==> src/rtl/rs_pkg.sv <==
// Shared widths, entry record and CDB wakeup helper for the reservation station.
package rs_pkg;

    localparam int unsigned XLEN  = 32;
    localparam int unsigned OP_W  = 10;
    localparam int unsigned TAG_W = 5;

    typedef struct packed {
        logic              valid;
        logic [OP_W-1:0]   Op;
        logic [TAG_W-1:0]  Qj;
        logic [TAG_W-1:0]  Qk;
        logic [XLEN-1:0]   Vj;
        logic [XLEN-1:0]   Vk;
        logic [XLEN-1:0]   A;
        logic [TAG_W-1:0]  Dest;
    } rs_entry_t;

    // Fill each operand independently when its tag matches the broadcast.
    function automatic rs_entry_t rs_wake(input rs_entry_t        e,
                                          input logic             hit,
                                          input logic [TAG_W-1:0] tag,
                                          input logic [XLEN-1:0]  value);
        rs_entry_t r;
        r = e;
        if (hit && (e.Qj == tag)) begin
            r.Qj = '0;
            r.Vj = value;
        end
        if (hit && (e.Qk == tag)) begin
            r.Qk = '0;
            r.Vk = value;
        end
        return r;
    endfunction

endpackage

==> src/rtl/rs_select.sv <==
// Lowest-index priority picker: one-hot grant plus encoded index of the winner.
module rs_select #(
    parameter int unsigned DEPTH = 4
) (
    input  logic [DEPTH-1:0]         req_i,
    output logic [DEPTH-1:0]         gnt_c,
    output logic [$clog2(DEPTH)-1:0] idx_c,
    output logic                     any_c
);

    localparam int unsigned IW = $clog2(DEPTH);

    // Walk from the top so the lowest requesting index is written last.
    always_comb begin
        gnt_c = '0;
        idx_c = '0;
        any_c = 1'b0;
        for (int i = DEPTH - 1; i >= 0; i--) begin
            if (req_i[i]) begin
                gnt_c    = '0;
                gnt_c[i] = 1'b1;
                idx_c    = IW'(i);
                any_c    = 1'b1;
            end
        end
    end

endmodule

==> src/rtl/reservation_station.sv <==
// Age-ordered collapsing reservation station with CDB wakeup and oldest-ready dispatch.
// Optional RS_CDB_BYPASS_EN lets an entry woken by this cycle's broadcast dispatch immediately.
module reservation_station #(
    parameter int unsigned DEPTH = 4,
    parameter int unsigned TAG_W = rs_pkg::TAG_W
) (
    input  logic                        clk,
    input  logic                        rst_n,
    input  logic                        in_valid,
    output logic                        in_ready,
    input  logic [rs_pkg::OP_W-1:0]     in_Op,
    input  logic [TAG_W-1:0]            in_Qj,
    input  logic [TAG_W-1:0]            in_Qk,
    input  logic [rs_pkg::XLEN-1:0]     in_Vj,
    input  logic [rs_pkg::XLEN-1:0]     in_Vk,
    input  logic [rs_pkg::XLEN-1:0]     in_A,
    input  logic [TAG_W-1:0]            in_Dest,
    input  logic                        cdb_valid,
    input  logic [TAG_W-1:0]            cdb_tag,
    input  logic [rs_pkg::XLEN-1:0]     cdb_value,
    input  logic                        flush,
    output logic                        ex_valid,
    input  logic                        ex_ready,
    output logic [rs_pkg::OP_W-1:0]     ex_Op,
    output logic [rs_pkg::XLEN-1:0]     ex_Vj,
    output logic [rs_pkg::XLEN-1:0]     ex_Vk,
    output logic [rs_pkg::XLEN-1:0]     ex_A,
    output logic [TAG_W-1:0]            ex_Dest,
    output logic [$clog2(DEPTH+1)-1:0]  count
);

    import rs_pkg::*;

    localparam int unsigned CW  = $clog2(DEPTH + 1);
    localparam int unsigned IW  = $clog2(DEPTH);
    localparam int unsigned ETW = rs_pkg::TAG_W;

    rs_entry_t         ent_q  [DEPTH];
    rs_entry_t         ent_d  [DEPTH];
    rs_entry_t         woke_c [DEPTH];
    rs_entry_t         new_c;
    logic [CW-1:0]     count_q, count_d, base_c;
    logic [DEPTH-1:0]  rdy_c, gnt_c;
    logic [IW-1:0]     sel_idx_c;
    logic              sel_any_c;
    logic              cdb_hit_c, accept_c, dispatch_c;
    logic [ETW-1:0]    cdb_tag_c;

    assign cdb_tag_c  = ETW'(cdb_tag);
    assign cdb_hit_c  = cdb_valid && (cdb_tag != '0);
    assign in_ready   = (count_q < CW'(DEPTH));
    assign count      = count_q;
    assign ex_valid   = sel_any_c && !flush;
    assign dispatch_c = ex_valid && ex_ready;
    assign accept_c   = in_valid && in_ready && !flush;

    // Wakeup view of every entry and the readiness vector fed to the picker.
    always_comb begin
        for (int i = 0; i < DEPTH; i++) begin
            woke_c[i] = rs_wake(ent_q[i], cdb_hit_c, cdb_tag_c, cdb_value);
`ifdef RS_CDB_BYPASS_EN
            rdy_c[i]  = woke_c[i].valid && (woke_c[i].Qj == '0) && (woke_c[i].Qk == '0);
`else
            rdy_c[i]  = ent_q[i].valid && (ent_q[i].Qj == '0) && (ent_q[i].Qk == '0);
`endif
        end
    end

    rs_select #(.DEPTH(DEPTH)) u_select (
        .req_i (rdy_c),
        .gnt_c (gnt_c),
        .idx_c (sel_idx_c),
        .any_c (sel_any_c)
    );

    // Offered payload; zero whenever nothing is offered.
    always_comb begin
        ex_Op   = '0;
        ex_Vj   = '0;
        ex_Vk   = '0;
        ex_A    = '0;
        ex_Dest = '0;
        for (int i = 0; i < DEPTH; i++) begin
            if (gnt_c[i] && !flush) begin
                ex_Op   = woke_c[i].Op;
                ex_Vj   = woke_c[i].Vj;
                ex_Vk   = woke_c[i].Vk;
                ex_A    = woke_c[i].A;
                ex_Dest = TAG_W'(woke_c[i].Dest);
            end
        end
    end

    // Incoming entry, capturing a same-cycle broadcast of either source.
    always_comb begin
        new_c       = '0;
        new_c.valid = 1'b1;
        new_c.Op    = in_Op;
        new_c.A     = in_A;
        new_c.Dest  = ETW'(in_Dest);
        if (cdb_hit_c && (in_Qj == cdb_tag)) begin
            new_c.Qj = '0;
            new_c.Vj = cdb_value;
        end else begin
            new_c.Qj = ETW'(in_Qj);
            new_c.Vj = in_Vj;
        end
        if (cdb_hit_c && (in_Qk == cdb_tag)) begin
            new_c.Qk = '0;
            new_c.Vk = cdb_value;
        end else begin
            new_c.Qk = ETW'(in_Qk);
            new_c.Vk = in_Vk;
        end
    end

    // Collapse above the dispatched slot, then append the new entry at the tail.
    always_comb begin
        base_c = count_q - CW'(dispatch_c);
        for (int i = 0; i < DEPTH - 1; i++) begin
            ent_d[i] = (dispatch_c && (IW'(i) >= sel_idx_c)) ? woke_c[i + 1] : woke_c[i];
        end
        ent_d[DEPTH-1] = dispatch_c ? '0 : woke_c[DEPTH-1];
        for (int i = 0; i < DEPTH; i++) begin
            if (accept_c && (base_c == CW'(i))) begin
                ent_d[i] = new_c;
            end
        end
        count_d = base_c + CW'(accept_c);
        if (flush) begin
            for (int i = 0; i < DEPTH; i++) begin
                ent_d[i] = '0;
            end
            count_d = '0;
        end
    end

    always_ff @(posedge clk or negedge rst_n) begin
        if (!rst_n) begin
            count_q <= '0;
            for (int i = 0; i < DEPTH; i++) begin
                ent_q[i] <= '0;
            end
        end else begin
            count_q <= count_d;
            for (int i = 0; i < DEPTH; i++) begin
                ent_q[i] <= ent_d[i];
            end
        end
    end

endmodule

==> config.mk <==
export PLATFORM = sky130hd
export DESIGN_NAME = reservation_station
export DESIGN_NICKNAME = d
export VERILOG_FILES = /design/src/rtl/rs_pkg.sv /design/src/rtl/rs_select.sv /design/src/rtl/reservation_station.sv
export SDC_FILE = /design/constraint.sdc
export NUM_CORES = 1
export LEC_CHECK = 0
export CAP_MARGIN = 20
export CORE_AREA = 4 4 369 371
export DETAILED_ROUTE_END_ITERATION = 8
export DIE_AREA = 0 0 373 375
export PLACE_DENSITY_LB_ADDON = 0.08
export SYNTH_ARGS = -nofsm -noshare
export SYNTH_HDL_FRONTEND = slang
export SYNTH_HIERARCHICAL = 1
export SYNTH_SLANG_ARGS = --single-unit
==> constraint.sdc <==
create_clock -name clk -period 7.1 [get_ports clk]
set_input_delay 1.42 -clock clk [delete_from_list [all_inputs] [get_ports clk]]
set_output_delay 1.42 -clock clk [all_outputs]
set_load 0.01 [all_outputs]
# Word-level counts from Yosys, hierarchy flattened
# Cells that the tools add are included.
[word_totals]
register_bits = 491
input_bits = 164
out_inout_bits = 116
[classes]
add_sub_neg = 2
magnitude_cmp = 4
eq_ne = 13
mux = 62
reduce_logical = 51
[ops]
columns = ["cell", "n"]
rows = [
  ["$mux 122", 8],
  ["$mux 32", 22],
  ["$mux 488", 1],
  ["$mux 5", 14],
  ["$eq 5x5->1", 10],
  ["$logic_not 5->1", 8],
  ["$mux 10", 4],
  ["$logic_and 1x1->1", 34],
  ["$mux 4", 4],
  ["$reduce_bool 3->1", 4],
  ["$mux 2", 4],
  ["$reduce_bool 4->1", 2],
  ["$eq 3x2->1 const B", 2],
  ["$reduce_bool 5->1", 1],
  ["$ge 1x2->1 const A", 2],
  ["$mux 1", 4],
  ["$add 3x1->3", 1],
  ["$eq 3x1->1 const B", 1],
  ["$logic_not 3->1", 1],
  ["$lt 3x3->1 const B", 1],
  ["$mux 3", 1],
  ["$sub 3x1->3", 1],
  ["$ge 2x2->1 const A", 1],
  ["$logic_not 1->1", 1],
]

# Longest topological paths before layout
[depth]
word_depth = 14
mapped_depth = 17
ltp_nobuf = 14

# Cells and area by module
# The synthesis kept the hierarchy.
[modules_own_cells]
columns = ["module", "n_inst", "cells_each", "area_per_inst_um2", "seq_area_each_um2"]
rows = [
  ["reservation_station", 1, 3850, 33030.4, 12286.8],
  ["rs_select", 1, 11, 61.3, 0.0],
]

# Least setup slack after synthesis
# OpenSTA, ideal clock, no wires.
[synth_path]
path_kind = "input-to-output"
start = "input cdb_tag[1]"
end = "output ex_Vj[27] (netlist name)"
t_arrival_ns = 3.396
slack_ns = 2.284
stages = 9
n_path_buf = 4
cell_sequence = "or4_1 > buf_2 > o21ai_4 > buf_4 > buf_6 > buf_4 > o31ai_1 > a21o_1 > a311oi_1"
[synth_via]
elab_chain_len = 8
elab_cells_between_ends = 18
[synth_lines]
columns = ["item", "line", "text"]
rows = [
  ["start: declaration", "reservation_station.sv:19", "input logic [TAG_W-1:0] cdb_tag,"],
  ["$reduce_bool 5->1", "reservation_station.sv:50", "assign cdb_hit_c = cdb_valid && (cdb_tag != '0);"],
  ["$logic_and 1x1->1", "reservation_station.sv:50", ""],
  ["$logic_and 1x1->1", "rs_pkg.sv:26", "if (hit && (e.Qj == tag)) begin"],
  ["$mux 32", "rs_pkg.sv:26", ""],
  ["$mux 32 (3 in a row)", "reservation_station.sv:84", "if (gnt_c[i] && !flush) begin"],
  ["$mux 32 *", "reservation_station.sv:84", ""],
  ["end: declaration", "reservation_station.sv:25", "output logic [rs_pkg::XLEN-1:0] ex_Vj,"],
]
# Every way passes the cells marked *; elsewhere a longest branch is shown, timed or not.

# Worst setup path after layout
[layout_path]
start = "input cdb_tag[3]"
end = "output ex_Vk[13] (netlist name)"
[layout_via]
elab_chain_len = 8
elab_cells_between_ends = 18
[layout_lines]
columns = ["item", "line", "text"]
rows = [
  ["$reduce_bool 5->1", "reservation_station.sv:50", ""],
  ["$logic_and 1x1->1", "reservation_station.sv:50", ""],
  ["$logic_and 1x1->1", "rs_pkg.sv:30", "if (hit && (e.Qk == tag)) begin"],
  ["$mux 32", "rs_pkg.sv:30", ""],
  ["$mux 32 (3 in a row)", "reservation_station.sv:84", ""],
  ["$mux 32 *", "reservation_station.sv:84", ""],
  ["end: declaration", "reservation_station.sv:26", "output logic [rs_pkg::XLEN-1:0] ex_Vk,"],
]
# Marked as above.

==> metrics.md <==
| Metric | Value |
|---|---|
| Status | completed |
| # rows | 134 |
| Minimum clock period | 6.57 ns |
| Register Area | 12300 µm² |
| CTS Hold Bufs | 0 |
| Via/cell ratio | 6.23 |
| Register area share after synthesis | 0.371 |
| Pre-antenna DRT Iters | 6 |
| Max Cap Viol | 0 |
| DR iter-0 viols | 3615 |
| Synth cell types | 70 |
| Post-synth EDFFs | 0 |
| CTS tree | done |
| Crit Path Max Fanout | 38 |
| CP Class | in -> out |
| Placed cell areas | 38300 µm² |
| Reg clk slew, reported paths | 0.05 ns |
| Starting Density | 0.249 |
| RD Place Congestion | 0.824 |
| Yosys Warn Count | 6 |
| Final Cycle Share | 0.926 |
| Number of global-route vias before repair | 36.1k |
| Non-Filler Instances | 5726 |
| Syn_nets | 4028 |
| Worst skew pair latency | 0.67 ns |
| # resized after CTS | 0 |
| Clock Tree Buf Depth | 3 |
| RSZ-0062 raised after global routing | no |
| Max Clk Rate | 152 MHz |
| IO buf count | 279 |
| Initial antenna violation count | 20 |
| Cells along the critical path | clkdlybuf4s50_1 -> or4_1 -> o21ai_4 -> buf_12 -> or3_2 -> buf_12 -> a211oi_1 -> a311oi_1 -> clkdlybuf4s50_1 |
| CP Capture Type | output port |
| CP max stage cell | or4_1 |
| DR WL/cell | 33.4 µm |
| Critical Path AT | 5.15 ns |
| Clock Skews | 0.0222 ns |
| Post-synth top flop | dfrtp_1 |
| Synth Instances | 3861 |
| Die Span Y | 375 µm |
| Max incr delay on CP | 0.70 ns |
| Placed cell count | 5589 |
| Multi-input gate area | 18900 µm² |
| Drt drc | 0 |
| Final setup violation count | 0 |
| Die area | 140000 µm² |
| Vias | 35.7k |
| Antenna viol nets, final | 0 |
| Die Wd | 373 µm |
| Syn Area/Cell | 8.57 µm² |
| Worst path top cell family by delay | buffers and inverters |
| Critical path required time | 5.68 ns |
| Hold Slack | 0.524 ns |
| Leak | 15.1 nW |
| Flop and latch count out of synthesis | 491 |
| Max-slew violation count | 0 |
| Num ports | 280 |
| HP Class | reg -> reg |
| Slew HR | 0.220 |
| Share of layout cells above drive strength 1 | 0.0937 |
| Final hold viol count | 0 |
| Congestion Overflow GR | 0 |
| Clk sinks | 491 |
| GRT Util Overall | 0.263 |
| H-Tree Depth | 3 |
| Root buf cell | clkbuf_16 |
| Post-synth ARST share | 1.00 |
| Post-route cell area | 40500 µm² |
| Setup TNS | 0 ns |
| Worst slew pin tran | 1.17 ns |
| Hpwl dp | 117000 µm |
| First-pass GRT wire length | 275000 µm |
| WL final | 191000 µm |
| Bufs and invs on worst path | 4 |
| Post-Syn Area | 33100 µm² |
| Num CTS Buffers | 70 |
| Startpoint types | input pin |
| Core Box Area | 133000 µm² |
| Fin nets | 4060 |
| Pwr Density | 353 nW/µm² |
| Largest net degree at the start of global routing | 151 |
| Post-CTS setup buffer count | 0 |
| Filler instances | 14.1k |
| Layout area overhead | 22.5% |
| Worst VDD drop | 0.000234 V |
## synth_stat cells (4+ instances only)
cell type	instances	area, µm²
a2111oi_0	32	280
a211o_1	26	228
a211oi_1	230	1730
a21boi_0	15	113
a21o_1	48	360
a21oi_1	257	1290
a221o_1	57	571
a221oi_1	37	324
a22o_1	47	412
a311o_1	30	300
a311oi_1	75	657
a31oi_1	77	482
a32oi_1	5	43.8
a41oi_1	30	263
and2_1	11	68.8
and3_1	112	701
buf_1	31	116
buf_2	77	385
buf_4	7	52.6
clkbuf_1	395	1480
clkinv_1	26	97.6
dfrtp_1	491	12300
inv_1	43	161
mux2i_1	127	1270
nand2_1	222	833
nand3_1	49	245
nand4_1	41	257
nor2_1	112	420
nor2b_1	8	50.1
nor3_1	119	596
nor4_1	264	1650
nor4b_1	4	35.0
o2111ai_1	30	263
o211a_1	32	320
o211ai_1	17	128
o21ai_0	248	1240
o221ai_1	32	280
o22ai_1	128	801
o311a_1	27	270
o311ai_0	32	280
o31a_1	27	236
o31ai_1	90	676
or3_1	7	43.8
xnor2_1	49	429
## metrics by stage
step           power, mW  utilization  setup WS (ns)
2_1_floorplan       7.63            -           2.28
3_3_place_gp        10.7        0.288          0.476
3_5_place_dp        10.7        0.288          0.462
4_1_cts             14.4        0.305          0.473
5_1_grt             15.0        0.305          0.319
6_report            14.3        0.305          0.526
## flip-flops by register name (all words and copies together) (netlist names)
| register | count |
|---|---|
| ent_q | 488 |
| count | 3 |
## kinds of logic (layout without fill, tap and decap cells)
| group | Yosys count | count (layout) | share of synthesized area |
|---|---|---|---|
| compound gates | 1640 | 1640 | 0.352 |
| buf+inv | 582 | 668 | 0.0702 |
| other cells | 0 | 11 | 0 |
| simple gates | 966 | 966 | 0.153 |
| xor+xnor | 52 | 52 | 0.0138 |
| fa+ha+maj | 3 | 3 | 0.00113 |
| flops | 491 | 491 | 0.371 |
| mux | 127 | 127 | 0.0384 |
## layout make-up
| type | count | share of cell area |
|---|---|---|
| tap | 1768 | 0.0546 |
| sequential | 491 | 0.303 |
| clock buffer | 110 | 0.0519 |
| timing repair buffer | 473 | 0.115 |
| multi-input combinational | 2788 | 0.465 |
| clock inverter | 16 | 0.00352 |
| antenna | 11 | 0.000679 |
| inverter | 69 | 0.00651 |
## where the power goes
group	internal (mW)	switching, mW
registers	3.61	0.601
logic	2.25	4.30
clock network	2.05	1.53
total	7.90	6.43
## placed cells by master (no fill, tap or decap), drive strengths merged, types with 111 or more instances in the layout
master | Yosys | routed
clkdlybuf4s50 | 0 | 276
nor4 | 264 | 264
dfrtp | 491 | 491
a21oi | 257 | 257
nand2 | 222 | 222
o22ai | 128 | 128
buf | 117 | 196
a211oi | 230 | 230
and3 | 112 | 112
clkbuf | 396 | 111
nor2 | 112 | 112
nor3 | 121 | 121
o21ai | 251 | 251
mux2i | 127 | 127
## metal layers
metal	track usage	up-vias	share of wire
met5	0	-	0.00040
met4	0.139	12	0.060
met3	0.0489	406	0.066
met2	0.411	1741	0.45
met1	0.345	18000	0.43
li1	-	15500	-
## path summary, 6_finish.rpt
| path | depth (start not counted) | to | startpoint | slack [ns] |
|---|---|---|---|---|
| min in group asynchronous | 1 | ent_q[47]$_DFF_PN0_ | rst_n | 0.74 |
| max in group asynchronous | 2 | ent_q[375]$_DFFE_PN0P_ | rst_n | 4.84 |
| setup reg to reg | 15 | ent_q[185]$_DFF_PN0_ | ent_q[107]$_DFF_PN0_ | 1.51 |
| setup / recovery | 9 | ex_Vk[13] | cdb_tag[3] | 0.53 |
| hold / removal | 1 | ent_q[28]$_DFFE_PN0P_ | ent_q[28]$_DFFE_PN0P_ | 0.52 |
| hold reg to reg | 1 | ent_q[28]$_DFFE_PN0P_ | ent_q[28]$_DFFE_PN0P_ | 0.52 |
Power figures use the tool's default switching activity.
